**src/rtl/ext_pkg.sv**
```systemverilog
// Shared definitions for the immediate / load-data extender family.
// Used by the decoder, the M-stage load path and the buffered extender.
package ext_pkg;

  localparam int MODE_W = 3;

  typedef logic [MODE_W-1:0] ext_mode_t;

  localparam ext_mode_t EXT_ZERO   = 3'd0;
  localparam ext_mode_t EXT_SIGN   = 3'd1;
  localparam ext_mode_t EXT_HIGH   = 3'd2;
  localparam ext_mode_t EXT_BYTE_S = 3'd3;
  localparam ext_mode_t EXT_BYTE_U = 3'd4;
  localparam ext_mode_t EXT_HALF_S = 3'd5;
  localparam ext_mode_t EXT_HALF_U = 3'd6;
  localparam ext_mode_t EXT_PASS   = 3'd7;

endpackage

```
**src/rtl/ext_core.sv**
```systemverilog
// Purely combinational extender: immediate zero/sign/upper extension and
// offset-selected byte/half load extension. Misaligned halfword accesses
// report err and return zero.
module ext_core
  import ext_pkg::*;
#(
  parameter int DATA_W = 32,
  parameter int IMM_W  = 16,
  parameter int OFF_W  = 2
) (
  input  logic [MODE_W-1:0] mode,
  input  logic [OFF_W-1:0]  off,
  input  logic [DATA_W-1:0] data,
  output logic [DATA_W-1:0] result,
  output logic              err
);

  logic [IMM_W-1:0] imm;
  logic [7:0]       byte_val;
  logic [15:0]      half_val;
  logic [OFF_W-1:0] half_off;

  assign imm      = data[IMM_W-1:0];
  // Halfword lane is chosen by the offset with its low bit cleared, which
  // keeps the select generic for any OFF_W.
  assign half_off = off & ~OFF_W'(1);
  assign byte_val = 8'(data >> {off, 3'b000});
  assign half_val = 16'(data >> {half_off, 3'b000});

  // Select the extension requested by mode; everything defaults to zero/no-error.
  always_comb begin
    result = '0;
    err    = 1'b0;
    case (mode)
      EXT_ZERO:   result = DATA_W'(imm);
      EXT_SIGN:   result = {{(DATA_W-IMM_W){imm[IMM_W-1]}}, imm};
      EXT_HIGH:   result = DATA_W'(imm) << IMM_W;
      EXT_BYTE_S: result = {{(DATA_W-8){byte_val[7]}}, byte_val};
      EXT_BYTE_U: result = DATA_W'(byte_val);
      EXT_HALF_S: begin
        if (off[0]) err = 1'b1;
        else        result = {{(DATA_W-16){half_val[15]}}, half_val};
      end
      EXT_HALF_U: begin
        if (off[0]) err = 1'b1;
        else        result = DATA_W'(half_val);
      end
      EXT_PASS:   result = data;
    endcase
  end

endmodule

```
**src/rtl/ext_pipe.sv**
```systemverilog
// Buffered extender: ext_core followed by a one-entry output stage and a
// one-entry skid register, with valid/ready handshake and synchronous flush.
// in_ready comes straight from the skid flop, so out_ready never reaches it
// combinationally.
module ext_pipe
  import ext_pkg::*;
#(
  parameter int DATA_W = 32,
  parameter int IMM_W  = 16,
  parameter int OFF_W  = 2
) (
  input  logic              clk,
  input  logic              reset,
  input  logic              flush,
  input  logic              in_valid,
  output logic              in_ready,
  input  logic [MODE_W-1:0] in_mode,
  input  logic [OFF_W-1:0]  in_off,
  input  logic [DATA_W-1:0] in_data,
  output logic              out_valid,
  input  logic              out_ready,
  output logic [DATA_W-1:0] out_data,
  output logic              out_err
);

  logic [DATA_W-1:0] f_data;
  logic              f_err;
  logic              skid_valid;
  logic [DATA_W-1:0] skid_data;
  logic              skid_err;
  logic              accept;
  logic              out_free;

  ext_core #(
    .DATA_W(DATA_W),
    .IMM_W (IMM_W),
    .OFF_W (OFF_W)
  ) u_core (
    .mode  (in_mode),
    .off   (in_off),
    .data  (in_data),
    .result(f_data),
    .err   (f_err)
  );

  assign in_ready = ~skid_valid;
  assign accept   = in_valid & in_ready;
  // The output stage can take a new value when it is empty or being drained.
  assign out_free = ~out_valid | out_ready;

  // Output stage: refill from the skid first, else from a fresh accept.
  always_ff @(posedge clk or posedge reset) begin
    if (reset) begin
      out_valid <= 1'b0;
      out_data  <= '0;
      out_err   <= 1'b0;
    end else if (flush) begin
      out_valid <= 1'b0;
    end else if (out_free) begin
      if (skid_valid) begin
        out_valid <= 1'b1;
        out_data  <= skid_data;
        out_err   <= skid_err;
      end else if (accept) begin
        out_valid <= 1'b1;
        out_data  <= f_data;
        out_err   <= f_err;
      end else begin
        out_valid <= 1'b0;
      end
    end
  end

  // Skid register: catches an accept while the output is stalled, empties when the output frees up.
  always_ff @(posedge clk or posedge reset) begin
    if (reset) begin
      skid_valid <= 1'b0;
      skid_data  <= '0;
      skid_err   <= 1'b0;
    end else if (flush) begin
      skid_valid <= 1'b0;
    end else if (skid_valid && out_free) begin
      skid_valid <= 1'b0;
    end else if (accept && !out_free) begin
      skid_valid <= 1'b1;
      skid_data  <= f_data;
      skid_err   <= f_err;
    end
  end

endmodule

```
**config.mk**
```make
export PLATFORM = sky130hd
export DESIGN_NAME = ext_pipe
export DESIGN_NICKNAME = d
export VERILOG_FILES = /design/src/rtl/ext_pkg.sv /design/src/rtl/ext_core.sv /design/src/rtl/ext_pipe.sv
export SDC_FILE = /design/constraint.sdc
export NUM_CORES = 1
export LEC_CHECK = 0
export ABC_AREA = 1
export ABC_CLOCK_PERIOD_IN_PS = 3100
export BUFFER_PORTS_ARGS = -buffer_cell sky130_fd_sc_hd__buf_2
export CELL_PAD_IN_SITES_DETAIL_PLACEMENT = 1
export CELL_PAD_IN_SITES_GLOBAL_PLACEMENT = 1
export CORE_ASPECT_RATIO = 0.7
export CORE_MARGIN = 4
export CORE_UTILIZATION = 44
export CTS_BUF_LIST = sky130_fd_sc_hd__clkbuf_8
export CTS_CLUSTER_DIAMETER = 150
export DETAILED_ROUTE_END_ITERATION = 6
export GPL_TIMING_DRIVEN = 0
export HOLD_SLACK_MARGIN = 0.12
export PLACE_DENSITY_LB_ADDON = 0.15
export SYNTH_ARGS = -nofsm -noshare
export SYNTH_HDL_FRONTEND = slang
export SYNTH_SLANG_ARGS = --single-unit
export TNS_END_PERCENT = 1
```
**constraint.sdc**
```tcl
create_clock -name clk -period 3.1 [get_ports clk]
set_clock_uncertainty 0.2 [all_clocks]
set_input_delay 0.155 -clock clk [delete_from_list [all_inputs] [get_ports clk]]
set_output_delay 0.155 -clock clk [all_outputs]
set_load 0.01 [all_outputs]
```
==> flow_metrics.env, run 1 <==
export IMPL_cts_buffer_depth=2
export IMPL_wire_per_inst_um=19.1
export IMPL_cp_max_fo=10
export IMPL_synth_area_leaders="dfrtp_1 40%, nand2_1 24%, nand3_1 5.5%"
export IMPL_internal_power_mw=1.66
export IMPL_place_congestion=0.926
export IMPL_area_delta_synth_final_pct=21.1
export IMPL_dieWidth_um=126
export IMPL_final_hold_viol_count=0
export IMPL_fp_row_count=29
export IMPL_min_period_over_period_pct=81.6
export IMPL_core_area_um2=9290
export IMPL_start_kind="flip-flop"
export IMPL_io_pins=77
export IMPL_pwr_share_clk_pct=27.1
export IMPL_cts_setup_buffers=0
export IMPL_synth_top_flop_cell="dfrtp_1"
export IMPL_setup_violations=0
export IMPL_p_seq_share_pct=45.2
export IMPL_pwr_share_comb_pct=27.7
export IMPL_grt_pass1_vias=4887
export IMPL_cp_slowest_cell="dlygate4sd3_1"
export IMPL_period_minus_slack_ns=2.53
export IMPL_wirelength_mm=16.6
export IMPL_grt_pass1_wl_mm=26.1
export IMPL_yosys_area_top_type="dfrtp_1"
export IMPL_slew_headroom_pct=42.8
export IMPL_peakVddDrop_mv=0.284
export IMPL_p_per_area_nw_per_um2=492
export IMPL_slew_viol_final=0
export IMPL_hold_buffers=20
export IMPL_antenna_cells=0
export IMPL_dp_final_hpwl_mm=12.3
export IMPL_cp_required_ns=3.20
export IMPL_vias=4854
export IMPL_grt_max_degree=69
export IMPL_cts_buffers=9
export IMPL_synthArstFlopShare_pct=100
export IMPL_drt_iter0_markers=339
export IMPL_clockRootBuffer="clkbuf_8"
export IMPL_final_nets=780
export IMPL_synthTopCellsByCount="270 x nand2_1, 68 x dfrtp_1, 47 x nand3_1"
export IMPL_vias_per_cell=5.61
export IMPL_cap_violations=0
export IMPL_avgSynthCellArea_um2=6.81
export IMPL_crit_buf_inv=5
export IMPL_start_util_pct=46.3
export IMPL_yosysWarnings=0
export IMPL_tightest_slew_ns=0.858
export IMPL_antenna_found_initial=0
export IMPL_synth_distinct_cells=28
export IMPL_cpPeakStageDelay_ns=0.56
export IMPL_path_cells="inv_1 -> nor2_1 -> inv_1 -> nor2_1 -> nand3_1 -> clkinv_1 -> buf_2 -> nor2_1 -> a31oi_1 -> dlygate4sd3_1"
export IMPL_drive_gt1_share_pct=19.4
export IMPL_portBuffers=75
export IMPL_grt_overflow=0
export IMPL_cts_sinks=68
export IMPL_synth_edf_count=0
export IMPL_sw_frac_of_total_pct=35.3
export IMPL_drc=0
export IMPL_die_h_um=90.8
export IMPL_syn_cell_area_um2=4310
export IMPL_ant_nets=0
export IMPL_crit_path_frequent_cell="nor2_1"
export IMPL_syn_num_nets=674
export IMPL_rsz0062_at_grt="false"
export IMPL_synth_top_area_share_pct=39.5
export IMPL_first_pass_iters=5
export IMPL_hold_class="in -> reg"
export IMPL_cts_max_level=3
export IMPL_ys_seq_elements=68
export IMPL_final_core_util_pct=56.1
export IMPL_status="finished, final reports clean"
export IMPL_p_leak_nw=2.99
export IMPL_synth_cells=632
export IMPL_insertion_delay_ns=0.36
export IMPL_power_switching_uw=905
export IMPL_crit_type="reg -> reg"
export IMPL_worst_ep_arrival_time_ns=2.63
export IMPL_fmax_mhz=395
export IMPL_die_area_um2=11500
export IMPL_cts_tree="built"
export IMPL_fin_setup_tns_ns=0
export IMPL_design_power_total_mw=2.57
export IMPL_crit_path_end_kind="flip-flop"
export IMPL_cpLargestDelayFamily="buffers and inverters"
export IMPL_clk_pin_slew_ns=0.08
export IMPL_ctsResizeCount=0
export IMPL_yosysSeqAreaShare_pct=39.5
export IMPL_synth_most_common_cell="nand2_1"
export IMPL_grt_use_total_pct=29.0
## routing by layer
metal | up-vias | share of wire (%) | global-route usage, % | wire, um
met3 | 27 | 6.5 | 6.03 | 1080
met4 | 0 | 1.8 | 6.34 | 291
li1 | 2252 | - | - | -
met1 | 2395 | 46 | 41.1 | 7610
met2 | 180 | 46 | 45.9 | 7600
met5 | - | 0 | 0 | 0
## path summary, 6_finish.rpt
check / slack (ns) / cells after the start / start / endpoint
max: 0.57 / 10 / out_valid / skid_data[3]
min: 0.12 / 5 / in_data[13] / skid_data[13]
max reg2reg: 0.57 / 10 / out_valid / skid_data[3]
min reg2reg: 0.28 / 2 / out_data[10] / out_data[10]
max in group asynchronous: 1.81 / 3 / reset / out_data[13]
min in group asynchronous: 0.32 / 3 / reset / out_data[18]
## power groups by stage
stage          Sequential, mW  Clock [mW]  Combinational (mW)
6_report                 1.16       0.695               0.710
5_1_grt                  1.18       0.744               0.786
4_1_cts                  1.15       0.688               0.704
3_5_place_dp             1.17           0               0.669
3_3_place_gp             1.16           0               0.637
2_1_floorplan            1.19           0               0.369
## layout by cell type (no fill, tap or decap), drive strengths merged
cell and n:
o21bai 18, a21boi 5, buf 100, a31oi 6
nand2 281, clkbuf 24, clkinvlp 2, clkinv 3
inv 43, a21oi 15, or2 5, nor2 35
nand4 36, o21ai 30, dlygate4sd3 20, nand3 51
dfrtp 68
## kinds of logic after synthesis
logic type             synth area share [%]
AO/OA/AOI/OAI                          10.4
buffers and inverters                  8.52
flip-flops                             39.5
AND/OR/NAND/NOR                        41.6
## worst register-to-register path, delay by kind of cell (launching register included)
family          cells  cell delay, ns
compound gates      1            0.13
flops               1            0.40
buf+inv             5            1.23
simple gates        4            0.51
## per-stage QoR
step | setup slack, ns | std cells | hold slack [ns] | instance area (um2)
2_1_floorplan | 1.03 | 632 | 0.0628 | 4310
3_3_place_gp | 0.210 | 831 | 0.178 | 4840
3_5_place_dp | 0.973 | 831 | 0.193 | 4840
4_1_cts | 0.637 | 866 | 0.122 | 5220
5_1_grt | 0.464 | 866 | 0.147 | 5220
6_report | 0.569 | 866 | 0.124 | 5220
## sequential cells by signal (all words and copies together), names as in the netlist
| signal | flops |
|---|---|
| skid_err | 1 |
| out_data | 32 |
| skid_data | 32 |
| out_err | 1 |
| skid_valid | 1 |
| out_valid | 1 |
## cell type report
type,instances,area [um2]
well taps,124,155
inverters,44,168
clock inverters,4,25.0
flip-flops and latches,68,1700
fillers,1284,4070
clock buffers,11,151
multi-input cells,482,2240
repair buffers,95,576
plain buffers,38,201
No activity file was read; power rests on OpenSTA's default activity.
==> run 2, diff against run 1 <==
--- a/config.mk
+++ b/config.mk
@@ -5,14 +5,14 @@
 export SDC_FILE = /design/constraint.sdc
 export NUM_CORES = 1
 export LEC_CHECK = 0
-export ABC_AREA = 1
-export ABC_CLOCK_PERIOD_IN_PS = 3100
+export ABC_AREA = 0
+export ABC_CLOCK_PERIOD_IN_PS = 2600
 export BUFFER_PORTS_ARGS = -buffer_cell sky130_fd_sc_hd__buf_2
 export CELL_PAD_IN_SITES_DETAIL_PLACEMENT = 1
 export CELL_PAD_IN_SITES_GLOBAL_PLACEMENT = 1
 export CORE_ASPECT_RATIO = 0.7
 export CORE_MARGIN = 4
-export CORE_UTILIZATION = 44
+export CORE_UTILIZATION = 43
 export CTS_BUF_LIST = sky130_fd_sc_hd__clkbuf_8
 export CTS_CLUSTER_DIAMETER = 150
 export DETAILED_ROUTE_END_ITERATION = 6
==> constraint.sdc (replaced) <==
create_clock -name clk -period 2.6 [get_ports clk]
set_clock_uncertainty 0.2 [all_clocks]
set_input_delay 0.13 -clock clk [delete_from_list [all_inputs] [get_ports clk]]
set_output_delay 0.13 -clock clk [all_outputs]
set_load 0.01 [all_outputs]
==> run 2 against run 1 <==
Against the previous run: setup slack worse by 0.49 ns; worst hold slack improved by 0.024 ns; cell area decreased by 6.5%; fmax grew 0.44%; combinational power rose by 16%.
==> flow_metrics.env, run 2 <==
export IMPL_status="finished, final reports clean"
export IMPL_syn_num_nets=447
export IMPL_synth_edf_count=0
export IMPL_place_congestion=0.874
export IMPL_wirelength_mm=13.6
export IMPL_fmax_mhz=397
export IMPL_cts_buffer_depth=2
export IMPL_ant_nets=0
export IMPL_p_leak_nw=2.12
export IMPL_insertion_delay_ns=0.36
export IMPL_grt_overflow=0
export IMPL_regArea_um2=1700
export IMPL_synth_top_area_share_pct=46.4
export IMPL_min_path_cells=4
export IMPL_most_common_layout_cells="75 x buf_2, 68 x nor2_1, 68 x dfrtp_1"
export IMPL_syn_cell_area_um2=3670
export IMPL_ys_seq_elements=68
export IMPL_grt_pass1_wl_mm=22.3
export IMPL_fp_row_count=27
export IMPL_crit_type="reg -> reg"
export IMPL_drc=0
export IMPL_drive_gt1_share_pct=21.5
export IMPL_design_power_total_mw=3.17
export IMPL_yosysSeqAreaShare_pct=46.4
export IMPL_largestRegisters="out_data: 32 flops, skid_data: 32 flops"
export IMPL_final_common_cell="buf_2"
export IMPL_crit_path_end_kind="flip-flop"
export IMPL_fillCellCount=967
export IMPL_final_nets=580
export IMPL_tightest_slew_ns=0.855
export IMPL_wire_per_inst_um=21.2
export IMPL_dieWidth_um=118
export IMPL_synth_distinct_cells=44
export IMPL_synthArstFlopShare_pct=100
export IMPL_portBuffers=72
export IMPL_hold_class="in -> reg"
export IMPL_antenna_found_initial=1
export IMPL_io_pins=77
export IMPL_cts_max_level=3
export IMPL_clockRootBuffer="clkbuf_8"
export IMPL_period_minus_slack_ns=2.52
export IMPL_yosysWarnings=0
export IMPL_cts_sinks=68
export IMPL_synthTopCellsByCount="68 x dfrtp_1, 68 x nor2_1, 52 x a21oi_1"
export IMPL_multi_input_area_um2=1810
export IMPL_setup_violations=0
export IMPL_cp_required_ns=2.63
export IMPL_start_util_pct=45.5
export IMPL_fin_setup_tns_ns=0
export IMPL_area_delta_synth_final_pct=32.8
export IMPL_worst_ep_arrival_time_ns=2.55
export IMPL_final_core_util_pct=60.4
export IMPL_yosys_area_top_type="dfrtp_1"
export IMPL_clk_pin_slew_ns=0.08
export IMPL_finalInstanceArea_um2=4870
export IMPL_min_period_over_period_pct=96.9
export IMPL_vias_per_cell=5.97
export IMPL_cp_max_fo=10
export IMPL_grt_use_total_pct=28.4
export IMPL_synth_area_leaders="dfrtp_1 46%, a21oi_1 7.1%, nor2_1 7.0%"
export IMPL_rsz0062_at_grt="false"
export IMPL_dpl_worst_slack_ns=-0.000297
export IMPL_drt_iter0_markers=235
export IMPL_synth_top_flop_cell="dfrtp_1"
export IMPL_first_pass_iters=4
export IMPL_antenna_cells=0
export IMPL_vias=3845
export IMPL_cts_tree="built"
export IMPL_core_area_um2=8070
export IMPL_cts_buffers=9
export IMPL_synth_cells=405
export IMPL_final_hold_viol_count=0
export IMPL_avgSynthCellArea_um2=9.06
export IMPL_grt_pass1_vias=4111
export IMPL_peakVddDrop_mv=0.373
export IMPL_fin_cells=644
export IMPL_dp_final_hpwl_mm=9.27
export IMPL_p_per_area_nw_per_um2=650
export IMPL_cap_violations=0
export IMPL_grt_max_degree=69
export IMPL_die_h_um=85.3
export IMPL_die_area_um2=10100
export IMPL_slew_viol_final=0
export IMPL_start_kind="flip-flop"
export IMPL_hold_ws_ns=0.147
export IMPL_place_detailed_instances=578
export IMPL_fin_ws_ns=0.0805
export IMPL_post_dp_cell_area_um2=4160
export IMPL_slew_headroom_pct=43.0
export IMPL_worst_r2r_cell_count=8
run 2: final cells by class:
cell class	count	area share, %
tap	101	2.59
clock buffer	11	3.11
inverter	5	0.436
buffer	31	3.18
sequential	68	34.9
multi-input combinational	301	37.2
clock inverter	5	1.05
timing repair buffer	122	17.6
run 2: logic make-up after synthesis:
kind of cell	synth area share, %
buffers and inverters	4.67
and+or+nand+nor	18.5
xor gates and xnor gates	0.239
muxes	3.54
DFF	46.4
AOI/OAI and AO/OA	26.7
run 2: worst max-delay path: stages, from the launching register on:
cell and delay (ns):
dfrtp_1 0.33, buf_4 0.17, nor2_1 0.10, or3_1 0.32, buf_4 0.19, a211oi_4 0.52
and2b_4 0.32, buf_12 0.16, a211oi_2 0.07
run 2: timing repair:
action / in CTS / in global routing
setup endpoints to repair: 6 / 20
gates resized for setup: 2 / 2
buffers inserted: 0 / 2
hold buffers: 48 / 0
pin swaps: 0 / 2
hold endpoints to repair: 119 / 0
run 2: path summary, 6_finish.rpt:
path	from	endpoint	slack [ns]
max reg2reg	skid_valid	out_data[30]	0.08
min in group asynchronous	reset	skid_data[25]	0.29
max	skid_valid	out_data[30]	0.08
min	in_data[6]	skid_data[22]	0.15
max in group asynchronous	reset	skid_data[9]	1.34
min reg2reg	out_err	out_err	0.28
run 2: where the power goes:
part | switching [mW] | internal [mW] | total (mW) | leakage (nW)
registers | 0.136 | 1.30 | 1.43 | 0.806
logic | 0.461 | 0.365 | 0.826 | 1.21
clock network | 0.420 | 0.489 | 0.909 | 0.107
total | 1.02 | 2.15 | 3.17 | 2.12
run 2: routing by layer:
metal | vias to the layer above | GRT usage [%] | wire length, um
met1 | 1972 | 37.1 | 5990
met3 | 21 | 6.20 | 868
met2 | 135 | 47.8 | 6590
li1 | 1717 | - | -
met4 | 0 | 8.62 | 186
met5 | - | 0 | 0
==> run 3, diff against run 2 <==
--- a/config.mk
+++ b/config.mk
@@ -13,7 +13,7 @@
 export CORE_ASPECT_RATIO = 0.7
 export CORE_MARGIN = 4
 export CORE_UTILIZATION = 43
-export CTS_BUF_LIST = sky130_fd_sc_hd__clkbuf_8
+export CTS_BUF_LIST = sky130_fd_sc_hd__clkbuf_2
 export CTS_CLUSTER_DIAMETER = 150
 export DETAILED_ROUTE_END_ITERATION = 6
 export GPL_TIMING_DRIVEN = 0
==> run 3 against run 2 <==
Against the previous run: global-route usage grew 1.2 points; first-iteration DRC count up 29%; wire length increased by 6.6%; largest cell class unchanged; count of clock-buffer cells in the layout down 1; clock power is 32% lower; cell area increased by 1.5%; highest routed layer unchanged; register-to-register slack better by 0.03 ns; critical path depth stayed put; sequential power about the same; sequential cell count unchanged; non-clock buffer count increased by 15.
==> flow_metrics.env, run 3 (synthesis gave the netlist of run 2 again) <==
export IMPL_slew_viol_final=0
export IMPL_drive_gt1_share_pct=21.3
export IMPL_fin_cells=659
export IMPL_crit_buf_inv=3
export IMPL_hold_class="in -> reg"
export IMPL_min_period_over_period_pct=97.3
export IMPL_grt_pass1_vias=4301
export IMPL_antenna_cells=0
export IMPL_most_common_layout_cells="75 x buf_2, 68 x nor2_1, 68 x dfrtp_1"
export IMPL_wire_per_inst_um=22.0
export IMPL_fp_row_count=27
export IMPL_place_detailed_instances=578
export IMPL_io_pins=77
export IMPL_grt_use_total_pct=29.6
export IMPL_peakVddDrop_mv=0.289
export IMPL_grt_pass1_wl_mm=23.3
export IMPL_area_delta_synth_final_pct=34.7
export IMPL_cts_buffers=9
export IMPL_setup_violations=0
export IMPL_period_minus_slack_ns=2.53
export IMPL_r2r_end="skid_data[25]"
export IMPL_design_power_total_mw=2.91
export IMPL_vias_per_cell=6.00
export IMPL_first_pass_iters=5
export IMPL_p_per_area_nw_per_um2=589
export IMPL_drc=0
export IMPL_cpPeakStageDelay_ns=0.57
export IMPL_final_common_cell="buf_2"
export IMPL_portBuffers=72
export IMPL_rsz0062_at_grt="true"
export IMPL_core_area_um2=8070
export IMPL_p_leak_nw=2.15
export IMPL_finalInstanceArea_um2=4950
export IMPL_final_core_util_pct=61.3
export IMPL_antenna_found_initial=0
export IMPL_status="finished, final reports clean"
export IMPL_dp_final_hpwl_mm=9.27
export IMPL_vias=3956
export IMPL_cts_tree="built"
export IMPL_final_nets=595
export IMPL_cp_slowest_cell="dlygate4sd3_1"
export IMPL_grt_max_degree=69
export IMPL_wirelength_mm=14.5
export IMPL_clockRootBuffer="clkbuf_2"
export IMPL_tightest_slew_ns=0.862
export IMPL_hold_path_end="skid_data[11]"
export IMPL_final_hold_viol_count=0
export IMPL_dpl_worst_slack_ns=-0.000297
export IMPL_cts_buffer_depth=2
export IMPL_cp_max_fo=8
export IMPL_worst_ep_arrival_time_ns=2.76
export IMPL_fmax_mhz=395
export IMPL_min_path_cells=5
export IMPL_die_h_um=85.3
export IMPL_largestRegisters="out_data: 32 flops, skid_data: 32 flops"
export IMPL_drt_iter0_markers=303
export IMPL_reg2reg_setup_slack_ns=0.11
export IMPL_crit_path_end_kind="flip-flop"
export IMPL_start_util_pct=45.5
export IMPL_r2r_start="skid_valid"
export IMPL_die_area_um2=10100
export IMPL_start_kind="input pin"
export IMPL_fillCellCount=997
export IMPL_cp_required_ns=2.83
export IMPL_cpLargestDelayFamily="buffers and inverters"
export IMPL_regArea_um2=1700
export IMPL_clk_pin_slew_ns=0.20
export IMPL_insertion_delay_ns=0.53
export IMPL_place_congestion=0.874
export IMPL_slew_headroom_pct=42.5
export IMPL_multi_input_area_um2=1820
export IMPL_cts_sinks=68
export IMPL_worst_r2r_cell_count=6
export IMPL_ant_nets=0
export IMPL_cap_violations=0
export IMPL_fin_ws_ns=0.0698
export IMPL_hp_start="in_mode[2]"
export IMPL_post_dp_cell_area_um2=4160
export IMPL_dieWidth_um=118
export IMPL_path_cells="dlygate4sd3_1 -> clkbuf_1 -> or2_2 -> a21oi_2 -> o21ai_0 -> o211a_1 -> dlygate4sd3_1 -> o21ai_0"
export IMPL_grt_overflow=0
export IMPL_crit_type="in -> reg"
export IMPL_cts_max_level=3
-- run 3: stage by stage --
stage / hold WS (ns) / setup TNS (ns)
detailed placement: 0.171 / -0.000297
finish: 0.187 / 0
global route: 0.159 / -0.101
global placement: 0.169 / -23.59
floorplan: -0.00686 / 0
CTS: 0.135 / 0
-- run 3: power by group --
group          internal, mW  switching, mW
logic                 0.387          0.477
registers              1.29          0.141
clock network         0.216          0.402
-- run 3: worst max path at each step --
stage               cells past startpoint  slack, ns        from      endpoint
floorplan                               7       0.47   out_valid  out_data[29]
global placement                        2      -0.35       reset  skid_data[1]
detailed placement                      6    -0.0003  skid_valid   out_data[0]
CTS                                     9      0.007  in_mode[0]  out_data[10]
global route                           10      -0.06  in_mode[0]  out_data[31]
finish                                  8       0.07   in_off[0]   out_data[0]
-- run 3: layout make-up --
| cell class | count | share of cell area [%] |
|---|---|---|
| Clock buffer | 10 | 1.01 |
| Tap cell | 101 | 2.56 |
| Buffer | 30 | 3.09 |
| Sequential cell | 68 | 34.4 |
| Clock inverter | 6 | 1.11 |
| Multi-Input combinational cell | 301 | 36.8 |
| Timing Repair Buffer | 138 | 20.6 |
| Inverter | 5 | 0.430 |
-- run 3: worst register-to-register path, stage by stage, from the launching register on --
cell and delay, ns:
dfrtp_1 0.42, buf_4 0.18, nor4b_4 0.49, a21boi_4 0.47, and2b_1 0.31, buf_4 0.23
a21oi_1 0.09
-- run 3: timing repair --
action | CTS | global route
buffers inserted | 0 | 1
pin swaps | 0 | 2
endpoints found under the setup margin | 14 | 45
hold endpoints to repair | 136 | 0
gates resized for setup | 2 | 6
hold buffers | 65 | 0
-- run 3: per-layer routing --
layer	vias up	global-route usage (%)	wire length, um
li1	1751	-	-
met1	1989	37.0	6080
met2	189	51.5	7110
met3	27	7.00	1060
met4	0	9.04	283
met5	-	0	0
